File: config.mk
export PLATFORM = sky130hd
export DESIGN_NAME = sd_sector_arbiter
export DESIGN_NICKNAME = d
export VERILOG_FILES = /design/src/rtl/sd_arb_pkg.sv /design/src/rtl/sd_sector_arbiter.sv
export SDC_FILE = /design/constraint.sdc
export NUM_CORES = 1
export LEC_CHECK = 0
export BUFFER_PORTS_ARGS = -buffer_cell sky130_fd_sc_hd__buf_2
export CAP_MARGIN = 25
export CORE_UTILIZATION = 49
export DETAILED_ROUTE_END_ITERATION = 10
export PLACE_DENSITY = 0.88
export SLEW_MARGIN = 20
export SYNTH_ARGS = -nofsm -noshare
export SYNTH_HDL_FRONTEND = slang
export SYNTH_SLANG_ARGS = --single-unit
File: constraint.sdc
create_clock -name clk_sys -period 3.7 [get_ports clk_sys]
set_input_delay 0.37 -clock clk_sys [delete_from_list [all_inputs] [get_ports clk_sys]]
set_output_delay 0.37 -clock clk_sys [all_outputs]
set_load 0.02 [all_outputs]
File: src/rtl/sd_arb_pkg.sv
// Shared types and defaults for the SD sector arbiter.
package sd_arb_pkg;

   localparam int BK_SECTORS_DEF = 16;

   typedef enum logic [1:0] {
      ST_IDLE  = 2'd0,
      ST_ISSUE = 2'd1,
      ST_XFER  = 2'd2,
      ST_DONE  = 2'd3
   } arb_state_t;

   typedef enum logic {
      OWN_CD = 1'b0,
      OWN_BK = 1'b1
   } arb_owner_t;

endpackage

File: src/rtl/sd_sector_arbiter.sv
// Shares one hps_io SD sector port between the CD reader and the
// backup-RAM load/save engine, one sector at a time.
//
//  state    | meaning
//  ---------+-----------------------------------------------------------
//  ST_IDLE  | between sectors; pick owner (CD first), latch sd_lba
//  ST_ISSUE | sd_rd / sd_wr held until hps_io raises sd_ack
//  ST_XFER  | sector words moving; ends when sd_ack falls
//  ST_DONE  | one cycle: cd_done pulse or backup sector counter advance
module sd_sector_arbiter
   import sd_arb_pkg::*;
#(
   parameter int BK_SECTORS = BK_SECTORS_DEF,
   parameter int LBA_W      = 32
) (
   input  logic             clk_sys,
   input  logic             reset_n,
   input  logic [LBA_W-1:0] cd_lba,
   input  logic             cd_rd,
   output logic             cd_done,
   output logic             cd_buff_wr,
   input  logic             bk_ena,
   input  logic             bk_load,
   input  logic             bk_save,
   output logic             bk_busy,
   output logic             bk_loading,
   output logic             bk_buff_wr,
   output logic [11:0]      bk_buff_addr,
   output logic [LBA_W-1:0] sd_lba,
   output logic             sd_rd,
   output logic             sd_wr,
   input  logic             sd_ack,
   input  logic [7:0]       sd_buff_addr,
   input  logic             sd_buff_wr
);

   localparam int CNT_W = (BK_SECTORS > 1) ? $clog2(BK_SECTORS) : 1;
   localparam logic [CNT_W-1:0] LAST_SECTOR = CNT_W'(BK_SECTORS - 1);

   arb_state_t       state;
   arb_state_t       state_nxt;
   arb_owner_t       owner;
   logic [CNT_W-1:0] bk_sector;
   logic             bk_load_q;
   logic             bk_save_q;
   logic             bk_start;
   logic             bk_sector_end;
   logic             in_xfer;

   // A new backup operation needs a fresh edge while idle and enabled.
   assign bk_start      = ((bk_load & ~bk_load_q) | (bk_save & ~bk_save_q))
                          & bk_ena & ~bk_busy;
   assign bk_sector_end = (state == ST_DONE) && (owner == OWN_BK);
   assign in_xfer       = (state == ST_XFER) && sd_ack;

   // Buffer writes are steered to whoever owns the sector in flight.
   assign cd_buff_wr   = sd_buff_wr & in_xfer & (owner == OWN_CD);
   assign bk_buff_wr   = sd_buff_wr & in_xfer & (owner == OWN_BK) & bk_loading;
   assign bk_buff_addr = {4'(bk_sector), sd_buff_addr};

   // State register.
   always_ff @(posedge clk_sys or negedge reset_n) begin
      if (!reset_n) begin
         state <= ST_IDLE;
      end else begin
         state <= state_nxt;
      end
   end

   // Next-state and request/handshake outputs.
   always_comb begin
      state_nxt = state;
      sd_rd     = 1'b0;
      sd_wr     = 1'b0;
      cd_done   = 1'b0;
      case (state)
         ST_IDLE: begin
            if (cd_rd || bk_busy) begin
               state_nxt = ST_ISSUE;
            end
         end
         ST_ISSUE: begin
            sd_rd = (owner == OWN_CD) || bk_loading;
            sd_wr = (owner == OWN_BK) && !bk_loading;
            if (sd_ack) begin
               state_nxt = ST_XFER;
            end
         end
         ST_XFER: begin
            if (!sd_ack) begin
               state_nxt = ST_DONE;
            end
         end
         ST_DONE: begin
            cd_done   = (owner == OWN_CD);
            state_nxt = ST_IDLE;
         end
         default: state_nxt = ST_IDLE;
      endcase
   end

   // Owner and LBA are re-chosen every idle cycle and frozen otherwise.
   always_ff @(posedge clk_sys or negedge reset_n) begin
      if (!reset_n) begin
         owner  <= OWN_CD;
         sd_lba <= '0;
      end else if (state == ST_IDLE) begin
         if (cd_rd) begin
            owner  <= OWN_CD;
            sd_lba <= cd_lba;
         end else begin
            owner  <= OWN_BK;
            sd_lba <= LBA_W'(bk_sector);
         end
      end
   end

   // Backup operation tracking: edge detect, busy flag, sector counter.
   always_ff @(posedge clk_sys or negedge reset_n) begin
      if (!reset_n) begin
         bk_load_q  <= 1'b0;
         bk_save_q  <= 1'b0;
         bk_busy    <= 1'b0;
         bk_loading <= 1'b0;
         bk_sector  <= '0;
      end else begin
         bk_load_q <= bk_load;
         bk_save_q <= bk_save;
         if (bk_start) begin
            bk_busy    <= 1'b1;
            bk_loading <= bk_load;
            bk_sector  <= '0;
         end else if (bk_sector_end) begin
            bk_sector <= bk_sector + CNT_W'(1);
            if (bk_sector == LAST_SECTOR) begin
               bk_busy    <= 1'b0;
               bk_loading <= 1'b0;
            end
         end
      end
   end

endmodule

Yosys cells after proc, flatten, opt, wreduce, memory -nomap -nowiden --
Cells that the tools add are included.
Word-level totals: RAM bits 0, memories kept 0, flip-flop bits (word level) 43, memory bits (read-only) 0, word-level logic and storage cells 55, input bits 48, latch bits 0
Operators by class: shifts and indexed selects 0, multiplexer cells 15, reduce and logical (&&, ||, !) cells 11, eq/ne operators 7, add/subtract/negate cells 1, multipliers 0, bitwise operators 13, divide/modulo/power cells 0, magnitude comparators 0
Operator list (count):
- 32-bit 2-to-1 mux | 1
- 1-bit AND | 8
- 1-bit 2-to-1 mux | 8
- 4-bit 2-to-1 mux | 2
- 2-bit case mux with 4 select lines | 1
- 2-bit 2-to-1 mux | 3
- 2-bit != test (second input constant) | 3
- 4-bit by 1-bit adder with 4-bit output (second input constant) | 1
- 2-bit equality test (second input constant) | 2
- 4-bit equality test (second input constant) | 1
- 1-bit inverter | 4
- 2-bit nonzero test | 2
- 1-bit logical AND | 3
- 3-bit AND reduction | 1
- 2-bit by 1-bit equality test with 1-bit output (second input constant) | 1
- 2-bit zero test | 1
- 1-bit logical OR | 2
- 2-bit AND reduction | 1
- 1-bit zero test | 1
- 1-bit OR | 1

Depth between registers and ports, before layout --
Gate-level depths: netlist of run 1.
word-level depth 7, gate-level depth with buffers 6, mapped depth without buffers 5

Worst setup path before layout of run 1 --
Ideal clock, no wire load.
path kind flip-flop to output port, from reg state[1], to out sd_wr, cell stages (with the launch flop) 4, arrival time 1.180 ns, path buffers 0, required time 3.330 ns, path slack 2.150 ns, cells stage by stage dfrtp_1 > inv_1 > ha_1 > nor3b_1
Between the ends: word-level cells in the longest chain between the ends 2
RTL lines:
- start: declaration | line sd_sector_arbiter.sv:40 | arb_state_t state;
- start signal: assignment | line sd_sector_arbiter.sv:66 | state <= state_nxt;
- 2-bit by 1-bit equality test with 1-bit output | line sd_sector_arbiter.sv:76 | case (state)
- 1-bit 2-to-1 mux | line sd_sector_arbiter.sv:76
- end: declaration | line sd_sector_arbiter.sv:31 | output logic sd_wr,
Every way passes these cells.

Worst setup path in the final report of run 1 --
from reg state[0], to out bk_buff_wr
Between the ends: word-level cells in the longest chain between the ends 5
RTL lines:
- 2-bit equality test | line sd_sector_arbiter.sv:54 | assign in_xfer = (state == ST_XFER) && sd_ack;
- 1-bit logical AND | line sd_sector_arbiter.sv:54
- 1-bit AND (3 in a row) | line sd_sector_arbiter.sv:58 | assign bk_buff_wr = sd_buff_wr & in_xfer & (owner == OWN_BK) & bk_loading;
- end: declaration | line sd_sector_arbiter.sv:27 | output logic bk_buff_wr,
Every way passes these cells.

==> results of run 1 <==
-- flip-flops by register name, indices dropped and copies added (netlist names) --
signal / count
state: 2
bk_sector: 4
bk_busy: 1
bk_save_q: 1
bk_loading: 1
owner: 1
sd_lba: 32
bk_load_q: 1
-- power groups by stage --
stage	clock network [mW]	registers, mW	logic [mW]
3_5_place_dp	0	0.788	0.879
2_1_floorplan	0	0.968	0.421
6_report	0.264	0.775	0.900
3_3_place_gp	0	0.778	0.845
4_1_cts	0.271	0.779	0.882
5_1_grt	0.291	0.799	1.01
-- critical path: cells and delay by family (launching register included) --
family | cells | cell delay, ns
adder cells (fa/ha/maj) | 1 | 0.20
AND/OR/NAND/NOR | 2 | 0.19
flip-flops | 1 | 0.41
buffers and inverters | 2 | 0.29
-- metrics by stage --
stage / worst slack [ns] / cell area (um2)
detailed placement: 1.68 / 2330
CTS: 1.68 / 2400
global placement: 1.77 / 2330
floorplan: 2.15 / 1970
finish: 1.96 / 2450
global route: 1.80 / 2450
-- path summary, 6_finish.rpt --
kind,from,end,slack [ns]
min in group clk_sys,bk_save,bk_save_q,0.21
setup reg to reg,state[0],state[1],2.08
setup / recovery,state[0],bk_buff_wr,1.96
max in group asynchronous,reset_n,sd_lba[5],3.16
hold / removal,reset_n,sd_lba[2],0.06
hold reg to reg,sd_lba[29],sd_lba[29],0.52
-- routing by layer --
metal  wire length [um]  vias to the layer above
met5                  0                        -
met4                  6                        0
met3                220                        4
met2               1910                       53
met1               1790                      713
li1                   -                      794
-- cell families after synthesis --
| family | count (synthesis) |
|---|---|
| AOI/OAI and AO/OA | 40 |
| xor gates and xnor gates | 2 |
| adders and majority gates | 6 |
| buffers and inverters | 51 |
| DFF | 43 |
| muxes | 9 |
| and+or+nand+nor | 53 |
-- final cells by class --
type | count | area (um2) | share of cell area
multi-input cells | 110 | 664 | 0.271
inverters | 32 | 120 | 0.0490
well taps | 48 | 60.1 | 0.0245
repair buffers | 84 | 458 | 0.187
clock buffers | 6 | 72.6 | 0.0296
flip-flops and latches | 43 | 1080 | 0.439
-- cell usage in the layout, fill, tap and decap left out --
cell,n
nand2_2,1
nor2_1,10
clkbuf_1,1
mux2i_1,7
dfrtp_1,43
inv_1,32
buf_2,82
o21a_1,1
nand3_1,32
and2b_2,1
nor3b_1,1
buf_12,1
clkbuf_8,5
o21ai_0,31
xor2_1,2
or3_1,1
nand2b_1,4
buf_16,1
mux2_2,2
ha_1,5
a21oi_2,3
nand2_1,3
ha_2,1
a21oi_1,5
==> metrics.txt, run 1 <==
core area=3740 um2; Crit Path Category=reg -> out; most used routing layer=met2; pins over their slew limit=0; final period utilization=0.471; actual slew at the worst max-slew pin=around 0.63 ns; global-route usage over all layers=0.200; Final Core Density=0.655; DP Wirelength=between 2000 and 3000 um; DR pass1 iterations=4; fin nets=330; top-count cell post-synth=dfrtp_1; status=finished, final reports clean; total grt overflow=0; ranking of synthesized cells by area=dfrtp_1, nand3_1, o21ai_0; Max stage delay on crit path=just over 0.4 ns; Chip Height=65.4 um; layout cells sized above 1=0.353; P&R area growth vs syn=24.6%; Max Cap Viol=0; CTS tree=yes; mux contribution to synthesized area=0.0471; Avg WL per Cell=about 12 um; top-area cell type share of the netlist area=0.547; number of global-route vias before repair=about 1600; Final Setup Violations=0; Gate Count Post-Synth=approximately 200; maximum VDD drop=roughly 500 uV; drt first-iter violations=78; total negative slack=0 ns; CTS root buf=clkbuf_8; starting density of the core=0.525; total chip power=roughly 1.9 mW; Critical Path RT=~3.3 ns; crit-path cells=inv_1 -> ha_1 -> nand3_1 -> nor2_1 -> buf_2; Synth Area in XOR/XNOR=0.00891; adder-cell share of the synthesized area=0.0382; Setup crit end kind=output pin; RSZ-0062 raised after global routing=false; Syn. warnings=0; Leak=about 1.3 nW; met3 Resource Use GR=0.0538; Comb power frac=0.464; Seq/Total Area, Yosys=0.547; met2 usage=0.361; largest family of logic cells by synthesized area=simple AND/OR/NAND/NOR gates; setup bufs post-CTS=0; R2R cell count=5; final hold viol count=0; Post-Synth Simple-Gate Area=0.134; P_int=1.10 mW; PwrDens=around 790 nW/um2; initial antenna violation count=0; clk_skew=0.00319 ns; Remaining DRCs=0; CP max FO=4; asr flop ratio synth=1.00; Post-synth top cells=dfrtp_1, inv_1, nand3_1, o21ai_0, nor2_1; met1 Resource Use GR=0.231; Worst-Skew Late Latency=~0.28 ns; Worst Path Arrival=roughly 1.4 ns; flops & latches, synth=43; drt total wl=3920 um; Hold WC Path Type=in -> async; Std-Cell Rows=22; io pins=between 90 and 100; largest net degree at the start of global routing=67; Min Hold Slack=between 0.06 and 0.07 ns; Buffers on Ports=between 80 and 90; Most used DFF post-synth=dfrtp_1; Fmax=574 MHz; Sw Ratio=0.431; Reg power frac=0.400; GPL Wtd Cong=~0.7; Max stage delay cell, worst path=dfrtp_1; area leader, netlist=dfrtp_1; clock share of power=0.136; DRT antenna net count=0; net count after synthesis=about 260; H-tree Lvls=2; Cell Area, Synth=roughly 2000 um2; Synth cell types=22; cells resized by post-CTS repair=0; syn avg cell area=9.64 um2; DR vias/cell=around 4.8; total CTS buffers=5; Hold Buf Count CTS=0; clock-pin slew on the worst setup and hold paths=roughly 0.070 ns; global-route wire length before repair=~6600 um; Non-Filler Instances=323; CP startpoint kind=flip-flop; FILL cells=around 340; CTS max path bufs=2; # diodes=0; vias after detailed routing=around 1600; Post-synth EDFFs=0; Die X=approximately 65 um; sw power=about 840 uW; die area=4270 um2; clock sink count=43; Rel. slew slack=0.583; post-synthesis compound-gate area fraction=0.109; Placed Cells=around 320; min cycle time layout=about 1.7 ns
No activity file was read; power rests on OpenSTA's default activity.
==> run 2, diff against run 1 <==
--- a/config.mk
+++ b/config.mk
@@ -7,9 +7,9 @@
 export LEC_CHECK = 0
 export BUFFER_PORTS_ARGS = -buffer_cell sky130_fd_sc_hd__buf_2
 export CAP_MARGIN = 25
-export CORE_UTILIZATION = 49
+export CORE_UTILIZATION = 41
 export DETAILED_ROUTE_END_ITERATION = 10
-export PLACE_DENSITY = 0.88
+export PLACE_DENSITY = 0.79
 export SLEW_MARGIN = 20
 export SYNTH_ARGS = -nofsm -noshare
 export SYNTH_HDL_FRONTEND = slang
==> constraint.sdc (replaced) <==
create_clock -name clk_sys -period 1.6 [get_ports clk_sys]
set_input_delay 0.16 -clock clk_sys [delete_from_list [all_inputs] [get_ports clk_sys]]
set_output_delay 0.16 -clock clk_sys [all_outputs]
set_load 0.02 [all_outputs]
==> run 2 against run 1 <==
The flow now finishes with violations (design-rule violations). Non-clock buffer count up 7. Final area up 2.2%. Critical path depth unchanged. Final cell count up 3.4%. Clock skew down 0.00074 ns. Combinational power up 130%. Register-to-register slack worse by 2.0 ns. Sequential share of layout area down 0.96 points. Critical endpoint is now state[1]. Highest routed layer unchanged.
==> metrics.txt, run 2 (synthesized netlist as in run 1, its figures left out) <==
CTS tree=yes; total grt overflow=0 (unchanged); Max Cap Viol=0 (unchanged); r2r setup slk=0.06 ns (-2.02 ns); Hold WC Path Type=in -> reg; sw power=1.94 mW (+130%); final worst-path setup slack=0.0569 ns (-1.90 ns); PwrDens=1800 nW/um2 (+130%); P_int=2.58 mW (+130%); Remaining DRCs=10 (+10); Crit Path Category=reg -> reg; number of global-route vias before repair=1504 (-3.5%); CTS max path bufs=2 (unchanged); Setup crit end kind=flip-flop; pins over their slew limit=0 (unchanged); P&R area growth vs syn=27.4%; RSZ-0062 raised after global routing=false; final hold viol count=0 (unchanged); layout cells sized above 1=0.372 (+0.0196); Std-Cell Rows=24 (+9.1%); most common cell after layout, fill and taps aside=buf_2; Top Registers=sd_lba: 32 flops, bk_sector: 4 flops, state: 2 flops; total chip power=4.52 mW (+130%); global-route wire length before repair=6530 um (-1.2%); GPL Wtd Cong=0.759 (+7.0%); Worst Path Arrival=1.71 ns (+0.34 ns); DR vias/cell=4.76 (-1.7%); core area=4470 um2 (+20%); Chip Height=71.3 um (+9.0%); Leak=1.29 nW (+1.8%); die area=5080 um2 (+19%); Buffers on Ports=82 (unchanged); final period utilization=0.964; min cycle time layout=about 1.5 ns; Rel. slew slack=0.678 (+0.0950); status=complete, but fails checks; Reg power frac=0.399 (about the same); CP startpoint kind=flip-flop; DRT antenna net count=0 (unchanged); vias after detailed routing=1590 (+1.7%); clock share of power=0.134 (-0.002); io pins=99 (unchanged); maximum VDD drop=785 uV (+53%); Final Setup Violations=0 (unchanged); clock-pin slew on the worst setup and hold paths=0.07 ns (about the same); most frequent cells in the layout=buf_2, dfrtp_1, nand3_1; # diodes=0 (unchanged); clock sink count=43 (unchanged); global-route usage over all layers=0.163 (-0.0368); DR pass1 iterations=6 (+2); violated checks=design-rule violations; Die X=71.3 um (+9.0%); CP max FO=4 (unchanged); drt total wl=3890 um (-0.66%); Avg WL per Cell=11.7 um (-3.9%); initial antenna violation count=0 (unchanged); Fmax=648 MHz; actual slew at the worst max-slew pin=0.483 ns (-0.142 ns); starting density of the core=0.440 (-0.0858); pre-CTS setup slack=-0.00410 ns (-1.68 ns); total CTS buffers=5 (unchanged); max reg flops=32 (unchanged); drt first-iter violations=70 (-10%); Sw Ratio=0.430 (-0.00145); fin nets=337 (+2.1%); Comb power frac=0.467 (+0.003); Worst-Skew Late Latency=0.28 ns (about the same); DP Wirelength=2900 um (+2.8%); H-tree Lvls=2 (unchanged); Critical Path RT=1.77 ns (-1.56 ns); clk_skew=0.00245 ns (-0.000738 ns); CTS root buf=clkbuf_8; Top reg by flops=sd_lba; largest net degree at the start of global routing=36 (-46%)
## run 2: cell types whose count changed in the layout (fill, tap and decap cells not counted)
cell           delta
a21oi_4           +1
ha_1              -2
inv_1             -1
dlygate4sd3_1     +2
inv_2             +1
buf_16            -1
buf_4             +6
ha_2              +2
a21oi_2           -1
## run 2: timing repair
| action | in CTS | in global routing |
|---|---|---|
| pin swaps | 0 | 0 |
| endpoints found under the setup margin | 1 | 3 |
| buffers inserted | 0 | 1 |
| endpoints found under the hold margin | 21 | 0 |
| gates resized for setup | 2 | 2 |
| hold buffers | 2 | 0 |
## run 2: metrics by stage
step	cell area, um2	std cells	hold slack (ns)	util	setup TNS (ns)
finish	2510	334	0.0178	0.560	0
global placement	2390	325	0.154	0.535	0
CTS	2490	333	0.00669	0.557	0
floorplan	1970	204	-0.136	-	0
global route	2510	334	0.00652	0.560	0
detailed placement	2390	325	0.159	0.535	-0.00410
## run 2: worst paths after layout
kind                            start    endpoint  depth (start not counted)
min in group asynchronous     reset_n  sd_lba[24]                          2
max reg2reg                  state[1]    state[1]                          5
max                          state[1]    state[1]                          5
max in group asynchronous     reset_n  sd_lba[15]                          3
min reg2reg                sd_lba[14]  sd_lba[14]                          2
min                           bk_load   bk_load_q                          1
## run 2: power groups by stage
stage          Clock, mW  Combinational [mW]  Sequential, mW
3_5_place_dp           0                2.09            1.82
5_1_grt            0.684                2.36            1.86
3_3_place_gp           0                2.02            1.80
6_report           0.604                2.11            1.80
2_1_floorplan          0               0.974            2.24
4_1_cts            0.629                2.12            1.80
## run 2: cell type report
cell class,count,area (um2)
fillers,402,1970
flip-flops and latches,43,1080
multi-input cells,110,677
repair buffers,91,495
inverters,32,120
clock buffers,6,72.6
well taps,52,65.1
## run 2: critical path: stages (launching register included)
cell	delay, ns
dfrtp_1	0.42
inv_2	0.07
ha_2	0.18
mux2_2	0.29
a21oi_4	0.13
mux2_2	0.34
## run 2: metal layers
layer	share of wire	GRT usage	vias up	wire length, um
li1	-	-	808	-
met5	0	0	-	0
met2	0.48	0.279	57	1890
met4	0.0036	0.0400	0	14
met3	0.071	0.0534	2	278
met1	0.44	0.200	723	1710
